### config.mk
export PLATFORM = sky130hd
export DESIGN_NAME = max7219_frame_driver
export DESIGN_NICKNAME = d
export VERILOG_FILES = /design/src/rtl/max7219_frame_driver.sv
export SDC_FILE = /design/constraint.sdc
export NUM_CORES = 1
export LEC_CHECK = 0
export ABC_AREA = 1
export CORE_UTILIZATION = 54
export DETAILED_ROUTE_END_ITERATION = 10
export PLACE_DENSITY = 0.79
export SYNTH_ARGS = -nofsm -noshare
export SYNTH_HDL_FRONTEND = slang
export SYNTH_SLANG_ARGS = --single-unit
### constraint.sdc
create_clock -name clk -period 2.7 [get_ports clk]
set_input_delay 0.81 -clock clk [delete_from_list [all_inputs] [get_ports clk]]
set_output_delay 0.81 -clock clk [all_outputs]
set_load 0.02 [all_outputs]
### src/rtl/max7219_frame_driver.sv
// max7219_frame_driver: serialises MM:SS:CC digits to a MAX7219 over SPI mode 0.
// Define MAX7219_DP_EN to light the separator dots on the sec_0X and min_0X digits.
module max7219_frame_driver #(
  parameter int         CLK_DIV   = 4,
  parameter int         CS_GAP    = 2,
  parameter logic [3:0] INTENSITY = 4'h8
) (
  input  logic       clk,
  input  logic       rst_n,
  input  logic       ena,
  input  logic [2:0] min_X0,
  input  logic [3:0] min_0X,
  input  logic [2:0] sec_X0,
  input  logic [3:0] sec_0X,
  input  logic [3:0] ces_X0,
  input  logic [3:0] ces_0X,
  output logic       mosi,
  output logic       cs,
  output logic       sclk,
  output logic       busy,
  output logic       frame_done
);
  localparam int DMAX = CLK_DIV > CS_GAP ? CLK_DIV : CS_GAP;
  localparam int DW   = $clog2(DMAX + 1);
  typedef enum logic [2:0] {IDLE, LOAD, SHIFT, GAP, DONE} state_t;
  state_t        r_state, w_next;
  logic          r_init_done;
  logic [3:0]    r_idx;
  logic [4:0]    r_half;
  logic [DW-1:0] r_div;
  logic [2:0]    r_min_x0, r_sec_x0;
  logic [3:0]    r_min_0x, r_sec_0x, r_ces_x0, r_ces_0x;
  logic [3:0]    w_digit;
  logic [15:0]   w_word;
  logic          w_dp, w_start, w_div_end, w_gap_end, w_tx;
  assign w_div_end = r_div == DW'(CLK_DIV - 1);
  assign w_gap_end = r_div == DW'(CS_GAP - 1);
  assign w_start   = ena && (r_state == IDLE || r_state == DONE);
  assign w_tx      = r_state == LOAD || r_state == SHIFT;
  // Word index 0..4 are the init words, 5..10 the digit registers 1..6.
  always_comb begin
    w_dp = 1'b0;
`ifdef MAX7219_DP_EN
    w_dp = r_idx == 4'd7 || r_idx == 4'd9;
`else
    w_dp = 1'b0;
`endif
    w_digit = r_idx == 4'd5 ? r_ces_0x :
              r_idx == 4'd6 ? r_ces_x0 :
              r_idx == 4'd7 ? r_sec_0x :
              r_idx == 4'd8 ? {1'b0, r_sec_x0} :
              r_idx == 4'd9 ? r_min_0x : {1'b0, r_min_x0};
    w_word = r_idx == 4'd0 ? 16'h0C01 :
             r_idx == 4'd1 ? 16'h09FF :
             r_idx == 4'd2 ? {12'h0A0, INTENSITY} :
             r_idx == 4'd3 ? 16'h0B05 :
             r_idx == 4'd4 ? 16'h0F00 : {4'h0, r_idx - 4'd4, w_dp, 3'b000, w_digit};
  end
  always_comb begin
    w_next = r_state;
    case (r_state)
      IDLE:    w_next = ena ? LOAD : IDLE;
      LOAD:    w_next = SHIFT;
      SHIFT:   w_next = (w_div_end && &r_half) ? GAP : SHIFT;
      GAP:     w_next = w_gap_end ? (r_idx == 4'd10 ? DONE : LOAD) : GAP;
      DONE:    w_next = ena ? LOAD : IDLE;
      default: w_next = IDLE;
    endcase
    cs         = !w_tx;
    sclk       = r_state == SHIFT && r_half[0];
    mosi       = w_tx && w_word[~r_half[4:1]];
    busy       = w_tx || r_state == GAP;
    frame_done = r_state == DONE;
  end
  always_ff @(posedge clk or negedge rst_n)
    if (!rst_n) r_state <= IDLE;
    else        r_state <= w_next;
  always_ff @(posedge clk or negedge rst_n) begin
    if (!rst_n) begin
      r_init_done <= 1'b0;
      r_idx       <= '0;
      r_half      <= '0;
      r_div       <= '0;
      r_min_x0    <= '0;
      r_min_0x    <= '0;
      r_sec_x0    <= '0;
      r_sec_0x    <= '0;
      r_ces_x0    <= '0;
      r_ces_0x    <= '0;
    end else begin
      if (w_start) begin
        r_min_x0 <= min_X0;
        r_min_0x <= min_0X;
        r_sec_x0 <= sec_X0;
        r_sec_0x <= sec_0X;
        r_ces_x0 <= ces_X0;
        r_ces_0x <= ces_0X;
        r_idx    <= (r_init_done || r_state == DONE) ? 4'd5 : 4'd0;
      end else if (r_state == GAP && w_gap_end && r_idx != 4'd10) begin
        r_idx <= r_idx + 4'd1;
      end
      r_div <= ((r_state == SHIFT && !w_div_end) || (r_state == GAP && !w_gap_end)) ? r_div + DW'(1) : '0;
      if (r_state == SHIFT && w_div_end) r_half <= r_half + 5'd1;
      if (r_state == DONE) r_init_done <= 1'b1;
    end
  end
endmodule
==> key figures, run 1 <==
Yosys
  • Ys Warns: 0
  • Most common cell in the netlist: nand2_1
  • Commonest cells in the netlist: 134 x nand2_1, 38 x dfrtp_1, 29 x inv_1, 29 x nor2_1, 12 x ha_1
  • #FFs+latches synth: 38
  • Synth Instances: around 300
  • Top-area cell type share of the netlist area: 44.63%
  • Main area contributors after synthesis: dfrtp_1 45%, nand2_1 24%, ha_1 7.0%, inv_1 5.1%, nor2_1 5.1%
  • Post-synth net total: 334
  • Synth area leader: dfrtp_1
  • Asr flop ratio synth: 100.0%
  • Post-synth EDFFs: 0
  • Synth Area per Inst: 7.174 um^2
  • Area of the mapped netlist: 0.002131 mm^2
  • Part of the Yosys area used for sequential elements: 44.63%
  • Synth unique cells: 24
  • Predominant post-synthesis flop cell: dfrtp_1

Cells and area
  • # fillers: ~260
  • Diode count: 0
  • Synth-to-Final Area Change: 35.53%
  • Final Non-Filler Cells: 406
  • Nets@finish: between 300 and 400
  • Layout cells sized above 1: a little under a fifth

Power
  • Sw frac: 22.57%
  • Pwr/cell area: 359.1 mW/mm^2
  • P_leak: 0.001602 uW
  • Peak supply drop: 0.3496 mV
  • Sequential fraction of design power: between 50 and 60%
  • Pint: 803.0 uW
  • Psw: approximately 230 uW
  • Combinational Power Share: between 4 and 5%
  • Clock group share of total power: between 40% and 50%

Global route
  • Overflow after GRT: 0
  • Number of global-route vias before repair: slightly below 2000
  • First-pass GRT wire length: 8825 um
  • Total GRT Usage: ~28%
  • Pin count of the biggest net entering global routing: 39
  • Initial antenna violation count: 0

Critical path
  • Critical path fanouts, max: 7
  • Crit path top cell by count: nand2_1
  • WP data arrival: 2.20 ns
  • WP data required: 1.89 ns
  • Max incr delay on CP: 0.47 ns
  • Startpoint type of the worst setup path: register
  • Critical path capture point type: primary output
  • CP Cell Sequence: inv_4, ha_4, nand3_2, nand2_2, inv_1, nand2_1, nand2_1, nand2_1, nand2_1, nand2_1, nand2_1, nand2_1, nand2_1, a21oi_1, nand2_1, a21oi_1, buf_4
  • CP max stage cell: dfrtp_2
  • Type of the worst setup path: reg -> out

STA
  • Part of the cycle the worst path needs: 111.6%
  • Max Clock Freq: 0.3319 GHz
  • Final hold viol count: 0
  • Relative slew slack: 44.86%
  • Worst-margin pin slew: 0.8271 ns
  • Worst Slack Setup Final: -0.3128 ns
  • Setup Skew: approximately 0.0096 ns
  • Pins Over Slew Limit: 0
  • Final TNS setup: -0.3128 ns
  • Tmin final: 3.013 ns
  • Unrepaired setup endpoints after global routing: true
  • Final setup violation count: 1

Routing
  • Routed wire length: roughly 5300 um
  • Initial drt markers: 137
  • Via count: between 2000 and 2500
  • Drt drc: 0
  • ANT nets after route: 0
  • DRT Pass-1 Iters: 5
  • DR vias/cell: 5.074
  • Routed len/inst: 13.09 um

CTS
  • Num CTS Buffers: 5
  • Clock Sinks: 38
  • Root Driver: clkbuf_8
  • Reg clk slew, reported paths: about 0.070 ns
  • H-tree levels: 2
  • CTS tree: built
  • Longest Clk Path Bufs: 2
  • Worst skew pair latency: ~0.3 ns

Placement
  • Cells after DPL: approximately 390
  • RePlAce Congestion: 0.9205
  • PortBufs: 29
  • Post-DP HPWL: 3544 um

Run
  • Max Cap Viol: 0

Floorplan
  • Die H: between 60 and 70 um
  • Initial Utilization: a little under three fifths
  • CORE AREA: 0.003716 mm^2
  • Site Rows: 22
  • Chip Width: 64.82 um
  • # IOs: 30
  • Die ar.: between 0.004 and 0.005 mm^2

Status
  • Status: complete, but fails checks
  • Failing checks: setup timing

Worst hold path
  • Worst Hold Class: reg -> reg
-- placed cells by master (no fill, tap or decap), drive strengths merged --
cell	count
nand2	135
dfrtp	38
buf	31
nor2	29
inv	29
clkdlybuf4s50	26
ha	12
nand3	11
o21ai	10
a21oi	9
clkbuf	6
nand4	3
xor2	3
nor3	3
nor4	2
clkinv	2
and2	1
o21a	1
nand3b	1
a211oi	1
o21bai	1
or2	1
o211ai	1
clkinvlp	1
dlymetal6s2s	1
-- registers in the layout (all words and copies together), names as in the netlist --
name,flops
r_ces_0x,4
r_ces_x0,4
r_div,3
r_half,5
r_idx,4
r_init_done,1
r_min_0x,4
r_min_x0,3
r_sec_0x,4
r_sec_x0,3
r_state,3
-- area by class of cell --
cell class | instances | area [um^2] | share of cell area (%)
clock buffer | 6 | 82.58 | 2.860
clock inverter | 2 | 12.51 | 0.4333
multi-input combinational | 224 | 1146 | 39.69
inverter | 30 | 115.1 | 3.986
sequential | 38 | 952.2 | 32.97
timing repair buffer | 58 | 519.2 | 17.98
tap | 48 | 60.06 | 2.080
-- worst paths after layout --
path                            slack, ns  depth (start not counted)     endpoint        start
max in group asynchronous            1.52                          1     r_idx[2]        rst_n
worst max register to register       0.84                         10     r_idx[3]     r_idx[0]
worst max-delay path                -0.31                         17         mosi     r_idx[2]
worst min register to register       0.47                          1  r_init_done  r_init_done
worst min-delay path                 0.47                          1  r_init_done  r_init_done
min in group asynchronous            0.60                          1  r_ces_0x[3]        rst_n
-- what timing repair did --
item,4_1_cts,5_1_grt
pin swaps,5,2
resized for setup,30,8
endpoints found under the setup margin,2,2
setup buffers,4,2
hold buffers,0,0
-- kinds of logic after synthesis --
| family | Yosys count | synth area share, % |
|---|---|---|
| AO/OA/AOI/OAI | 23 | 5.872 |
| AND/OR/NAND/NOR | 186 | 35.00 |
| buffers and inverters | 35 | 6.224 |
| flip-flops | 38 | 44.63 |
| adder cells (fa/ha/maj) | 12 | 7.046 |
| XOR/XNOR | 3 | 1.233 |
-- stage by stage --
stage | worst slack [ns] | cell area [um^2] | utilization (%) | total power (uW) | hold WS, ns
floorplan | 0.04915 | 2131 | - | 580.1 | 0.4261
global placement | -0.5142 | 2641 | 71.08 | 624.1 | 0.4470
CTS | -0.2416 | 2851 | 76.73 | 1035 | 0.4737
finish | -0.3128 | 2888 | 77.71 | 1037 | 0.4717
detailed placement | -0.5732 | 2641 | 71.08 | 624.3 | 0.4551
global route | -0.4178 | 2888 | 77.71 | 1062 | 0.4922
-- power by group through the flow --
stage               Clock, uW  Sequential, uW  Combinational [uW]
floorplan                   0             580            0.000482
global placement            0             580                44.2
detailed placement          0             580                44.4
CTS                       422             569                44.7
global route              445             568                48.3
finish                    425             569                43.7
-- worst max-delay path, delay by kind of cell (launching register included) --
kind / cells / cell delay, ns
fa+ha+maj: 1 / 0.21
flops: 1 / 0.47
compound gates: 2 / 0.24
buf+inv: 3 / 0.30
simple gates: 11 / 0.68
-- per-layer routing --
metal	global-route usage (%)	routed length (um)	share of wire (%)	vias to the layer above
met4	10.83	89	1.7	0
met1	37.93	2438	46	949
li1	-	-	-	1044
met3	5.810	272	5.1	11
met2	43.88	2516	47	56
met5	0	0	0	-
Power figures use the tool's default switching activity.
==> inputs of run 2 (changes only) <==
--- a/config.mk
+++ b/config.mk
@@ -6,9 +6,10 @@
 export NUM_CORES = 1
 export LEC_CHECK = 0
 export ABC_AREA = 1
-export CORE_UTILIZATION = 54
+export CORE_UTILIZATION = 49
 export DETAILED_ROUTE_END_ITERATION = 10
-export PLACE_DENSITY = 0.79
+export PLACE_DENSITY = 0.76
+export SLEW_MARGIN = 5
 export SYNTH_ARGS = -nofsm -noshare
 export SYNTH_HDL_FRONTEND = slang
 export SYNTH_SLANG_ARGS = --single-unit
==> constraint.sdc (replaced) <==
create_clock -name clk -period 2.66 [get_ports clk]
set_input_delay 0.798 -clock clk [delete_from_list [all_inputs] [get_ports clk]]
set_output_delay 0.798 -clock clk [all_outputs]
set_load 0.02 [all_outputs]
==> key figures, run 2 (synthesis results as in run 1) <==
Status
  • Status: complete, but fails checks
  • Failing checks: setup timing

Global route
  • Pin count of the biggest net entering global routing: 39
  • Overflow after GRT: 0
  • Number of global-route vias before repair: around 1900
  • Initial antenna violation count: 0
  • First-pass GRT wire length: 8024 um
  • Total GRT Usage: 23.34%

Critical path
  • WP data arrival: 2.18 ns
  • RR Startpoint: r_idx[3]
  • WP data required: 1.86 ns
  • Startpoint type of the worst setup path: register
  • R2R Path End: r_idx[3]
  • Worst Reg-to-Reg Cells: 9
  • Critical path fanouts, max: 7
  • Type of the worst setup path: reg -> out
  • Critical path capture point type: primary output
  • R2R Setup Slk: 0.83 ns

Cells and area
  • Final Non-Filler Cells: 398
  • Diode count: 0
  • Max reg flops: 5
  • # fillers: 349
  • Layout cells sized above 1: 14.94%
  • Nets@finish: 385
  • Most frequent cells in the layout: 129 x nand2_1, 37 x dfrtp_1, 29 x nor2_1
  • Biggest register: r_half
  • Commonest non-fill, non-tap cell in the layout: nand2_1
  • Synth-to-Final Area Change: 30.71%

Placement
  • Cells after DPL: ~390
  • Post-DP HPWL: about 3300 um
  • RePlAce Congestion: around 0.84
  • PortBufs: 29

STA
  • Pins Over Slew Limit: 0
  • Part of the cycle the worst path needs: 112.0%
  • Worst Slack Setup Final: -0.3182 ns
  • Setup Skew: between 0.007 and 0.008 ns
  • Worst-margin pin slew: 0.8227 ns
  • Hold Slack: 0.4578 ns
  • Final setup violation count: 1
  • Max Clock Freq: roughly 0.34 GHz
  • Unrepaired setup endpoints after global routing: true
  • Tmin final: 2.978 ns
  • Relative slew slack: 45.15%
  • Final hold viol count: 0

Floorplan
  • Die ar.: 0.004617 mm^2
  • Initial Utilization: 52.14%
  • Site Rows: 23
  • Die H: 67.95 um
  • # IOs: 30
  • CORE AREA: 0.004086 mm^2
  • Chip Width: 67.95 um

Routing
  • Routed len/inst: 11.88 um
  • ANT nets after route: 0
  • Initial drt markers: 96
  • DRT Pass-1 Iters: 4
  • Drt drc: 0
  • DR vias/cell: between 4 and 5
  • Routed wire length: around 4700 um
  • Via count: 1934

Worst hold path
  • Hold endpoint: r_init_done
  • Min-delay src: r_init_done
  • Cell depth of the worst hold path: 1
  • Worst Hold Class: reg -> reg

CTS
  • Num CTS Buffers: 5
  • Clock Sinks: 38
  • Hold buffer count at CTS: 0
  • Root Driver: clkbuf_8
  • Reg clk slew, reported paths: roughly 0.070 ns
  • CTS tree: built
  • Worst skew pair latency: just under 0.3 ns
  • H-tree levels: 2
  • Longest Clk Path Bufs: 2

Run
  • Max Cap Viol: 0

Power
  • Peak supply drop: 0.2838 mV
  • P_leak: about 0.0015 uW
  • Pwr/cell area: about 360 mW/mm^2
[run 2: worst max-delay path by stage]
stage | start | end | slack [ns] | depth (start not counted)
floorplan | r_idx[2] | mosi | 0.02 | 16
global placement | r_idx[2] | mosi | -0.55 | 17
detailed placement | r_idx[1] | mosi | -0.60 | 17
CTS | r_idx[1] | mosi | -0.27 | 17
global route | r_idx[3] | mosi | -0.49 | 15
finish | r_idx[3] | mosi | -0.32 | 18
[run 2: metal layers]
| metal | up-vias | wire [um] | GRT usage, % |
|---|---|---|---|
| li1 | 1019 | - | - |
| met1 | 872 | 2143 | 28.07 |
| met2 | 34 | 2382 | 41.67 |
| met3 | 9 | 125 | 4.167 |
| met4 | 0 | 76 | 7.552 |
| met5 | - | 0 | 0 |
[run 2: worst max-delay path, cell delays in order, from the launching register on]
cell,delay [ns]
dfrtp_1,0.39
buf_4,0.15
ha_4,0.18
nand2_2,0.13
nor2_1,0.05
nor2_1,0.08
nand2_1,0.06
nand2_1,0.06
nand2_1,0.06
nand2_1,0.06
nand2_1,0.04
nand2_1,0.06
nand2_1,0.05
nand2_1,0.06
nand2_1,0.04
nand2_1,0.05
nand2_1,0.06
a21oi_2,0.15
buf_6,0.13
[run 2: metrics by stage]
stage	TNS, ns	cell area [um^2]	util [%]	setup slack [ns]	power (uW)
final	-0.3182	2785	68.16	-0.3182	995.5
after global routing	-0.4886	2785	68.16	-0.4886	1028
after detailed placement	-0.5980	2586	63.29	-0.5980	633.7
after CTS	-0.2712	2768	67.73	-0.2712	995.2
after floorplan	0	2131	-	0.02115	588.8
after global placement	-0.5493	2586	63.29	-0.5493	633.5
[run 2: timing repair]
action / in CTS / in global routing
setup buffers: 3 / 0
gates resized for setup: 30 / 5
setup endpoints to repair: 2 / 2
[run 2: where the power goes]
group | switching [uW] | internal (uW) | leakage (uW) | total [uW]
logic | 14.6 | 29.5 | 0.00100 | 44.1
clock network | 193 | 181 | 0.0000383 | 374
registers | 0 | 577 | 0.000494 | 577
total | 208 | 788 | 0.00153 | 996
[run 2: final cells by class]
class	count	area, um^2	area share [%]
Multi-Input combinational cell	224	1142	41.02
Tap cell	50	62.56	2.246
Inverter	30	112.6	4.043
Clock buffer	7	76.32	2.740
Sequential cell	38	952.2	34.19
Timing Repair Buffer	49	439.2	15.77
==> inputs of run 3 (changes only) <==
--- a/config.mk
+++ b/config.mk
@@ -9,6 +9,7 @@
 export CORE_UTILIZATION = 49
 export DETAILED_ROUTE_END_ITERATION = 10
 export PLACE_DENSITY = 0.76
+export SETUP_SLACK_MARGIN = 0.2
 export SLEW_MARGIN = 5
 export SYNTH_ARGS = -nofsm -noshare
 export SYNTH_HDL_FRONTEND = slang
==> key figures, run 3 (synthesis results as in run 1) <==
Global route
  • Number of global-route vias before repair: 2037
  • Pin count of the biggest net entering global routing: 39
  • GR Util met3: 6.167%
  • Initial antenna violation count: 0
  • Overflow after GRT: 0
  • GR Layer Usage met1: 29.57%
  • Most Crowded Layer GR: met2
  • Total GRT Usage: roughly a quarter
  • M2 GR Usage: 44.85%
  • First-pass GRT wire length: 8638 um

Placement
  • PortBufs: 29
  • Cells after DPL: around 390
  • Post-Place Worst Slack: -0.5370 ns
  • RePlAce Congestion: slightly below 0.9
  • Post-DP HPWL: roughly 3700 um

Routing
  • DR vias/cell: 5.106
  • DRT Pass-1 Iters: 4
  • Routed len/inst: 12.55 um
  • Via count: 2078
  • Initial drt markers: around 120
  • ANT nets after route: 0
  • Drt drc: 0
  • Routed wire length: 5106 um

Worst hold path
  • Min-delay src: r_init_done
  • Worst Hold Class: reg -> reg
  • Cell depth of the worst hold path: 1

Critical path
  • CP Cell Sequence: inv_4, ha_4, nand3b_1, o21ai_2, nand2_1, nand2_1, nand2_1, a21oi_2, nand2_1, a21oi_2, nand2_2, a21oi_4, buf_6
  • Critical path capture point type: primary output
  • Max incr delay on CP: 0.46 ns
  • Worst Reg-to-Reg Cells: 10
  • Critical path fanouts, max: 6
  • Crit path top cell by count: nand2_1
  • RR Startpoint: r_idx[3]
  • Type of the worst setup path: reg -> out
  • Crit. Startpoint: r_idx[0]
  • WP data required: ~1.9 ns
  • WP data arrival: between 2 and 2.5 ns
  • CP max stage cell: dfrtp_2
  • Startpoint type of the worst setup path: register

Floorplan
  • # IOs: 30
  • Site Rows: 23
  • CORE AREA: 0.004086 mm^2
  • Die H: 67.95 um
  • Die ar.: ~0.0046 mm^2
  • Chip Width: around 68 um
  • Initial Utilization: 52.14%

Power
  • Peak supply drop: about 0.32 mV
  • Pwr/cell area: between 300 and 400 mW/mm^2
  • P_leak: 0.001597 uW

Cells and area
  • # fillers: 348
  • Synth-to-Final Area Change: 36.05%
  • Layout cells sized above 1: 18.77%
  • Nets@finish: 393
  • Max reg flops: 5
  • Most frequent cells in the layout: 128 x nand2_1, 36 x dfrtp_1, 29 x nor2_1
  • Core Util, Final: 70.94%
  • Commonest non-fill, non-tap cell in the layout: nand2_1
  • Diode count: 0
  • Biggest register: r_half
  • Final Non-Filler Cells: 407

STA
  • Tmin final: 3.007 ns
  • Final hold viol count: 0
  • Unrepaired setup endpoints after global routing: true
  • Pins Over Slew Limit: 0
  • Max Clock Freq: 0.3325 GHz
  • Final setup violation count: 1
  • Hold Slack: 0.4551 ns
  • Worst-margin pin slew: 0.8310 ns
  • Worst Slack Setup Final: -0.3473 ns
  • Setup Skew: 0.009138 ns
  • Part of the cycle the worst path needs: 113.1%
  • Relative slew slack: about 45%

CTS
  • CTS tree: built
  • Worst skew pair latency: 0.30 ns
  • Longest Clk Path Bufs: 2
  • Num CTS Buffers: 5
  • Reg clk slew, reported paths: about 0.070 ns
  • Root Driver: clkbuf_8
  • H-tree levels: 2
  • Clock Sinks: 38

Status
  • Failing checks: setup timing
  • Status: complete, but fails checks

Run
  • Max Cap Viol: 0
[run 3: cell type report]
type / count / area [um^2] / share of cell area (%)
sequential: 38 / 953.4 / 32.89
timing repair buffer: 57 / 496.7 / 17.13
clock buffer: 6 / 82.58 / 2.849
clock inverter: 2 / 12.51 / 0.4316
inverter: 30 / 115.1 / 3.971
multi-input combinational: 224 / 1176 / 40.57
tap: 50 / 62.56 / 2.158
[run 3: repair_timing]
item / 4_1_cts / 5_1_grt
hold buffers: 0 / 0
buffers inserted: 3 / 2
setup endpoints to repair: 3 / 2
gates resized for setup: 16 / 10
pin swaps: 3 / 5
[run 3: path summary, 6_finish.rpt]
| kind | end | slack, ns |
|---|---|---|
| hold / removal | r_init_done | 0.46 |
| hold reg to reg | r_init_done | 0.46 |
| setup / recovery | mosi | -0.35 |
| min in group asynchronous | r_state[2] | 0.59 |
| max in group asynchronous | r_idx[0] | 1.50 |
| setup reg to reg | r_idx[3] | 0.52 |
[run 3: power by group]
group / total, uW / leakage, uW / switching (uW) / internal (uW)
Clock: 428 / 0.0000472 / 219 / 208
Combinational: 44.3 / 0.00106 / 14.7 / 29.5
Sequential: 577 / 0.000493 / 0 / 577
Total: 1050 / 0.00160 / 234 / 815
[run 3: routing by layer]
layer	vias to the layer above	part of all wire, %
met5	-	0
met2	47	50
met3	14	3.4
met1	980	44
li1	1037	-
met4	0	2.6
[run 3: worst max-delay path: cells and delay by family (launching register included)]
family | cells | cell delay (ns)
AND/OR/NAND/NOR | 6 | 0.55
AO/OA/AOI/OAI | 4 | 0.52
flip-flops | 1 | 0.46
buffers and inverters | 2 | 0.20
adder cells (fa/ha/maj) | 1 | 0.18
[run 3: per-stage QoR]
stage               cell area (um^2)  setup TNS, ns  power [uW]
floorplan                       2202              0       588.8
global placement                2703        -0.5280       633.4
detailed placement              2703        -0.5370       634.3
CTS                             2854        -0.3216        1056
global route                    2899        -0.5601        1092
finish                          2899        -0.3473        1049
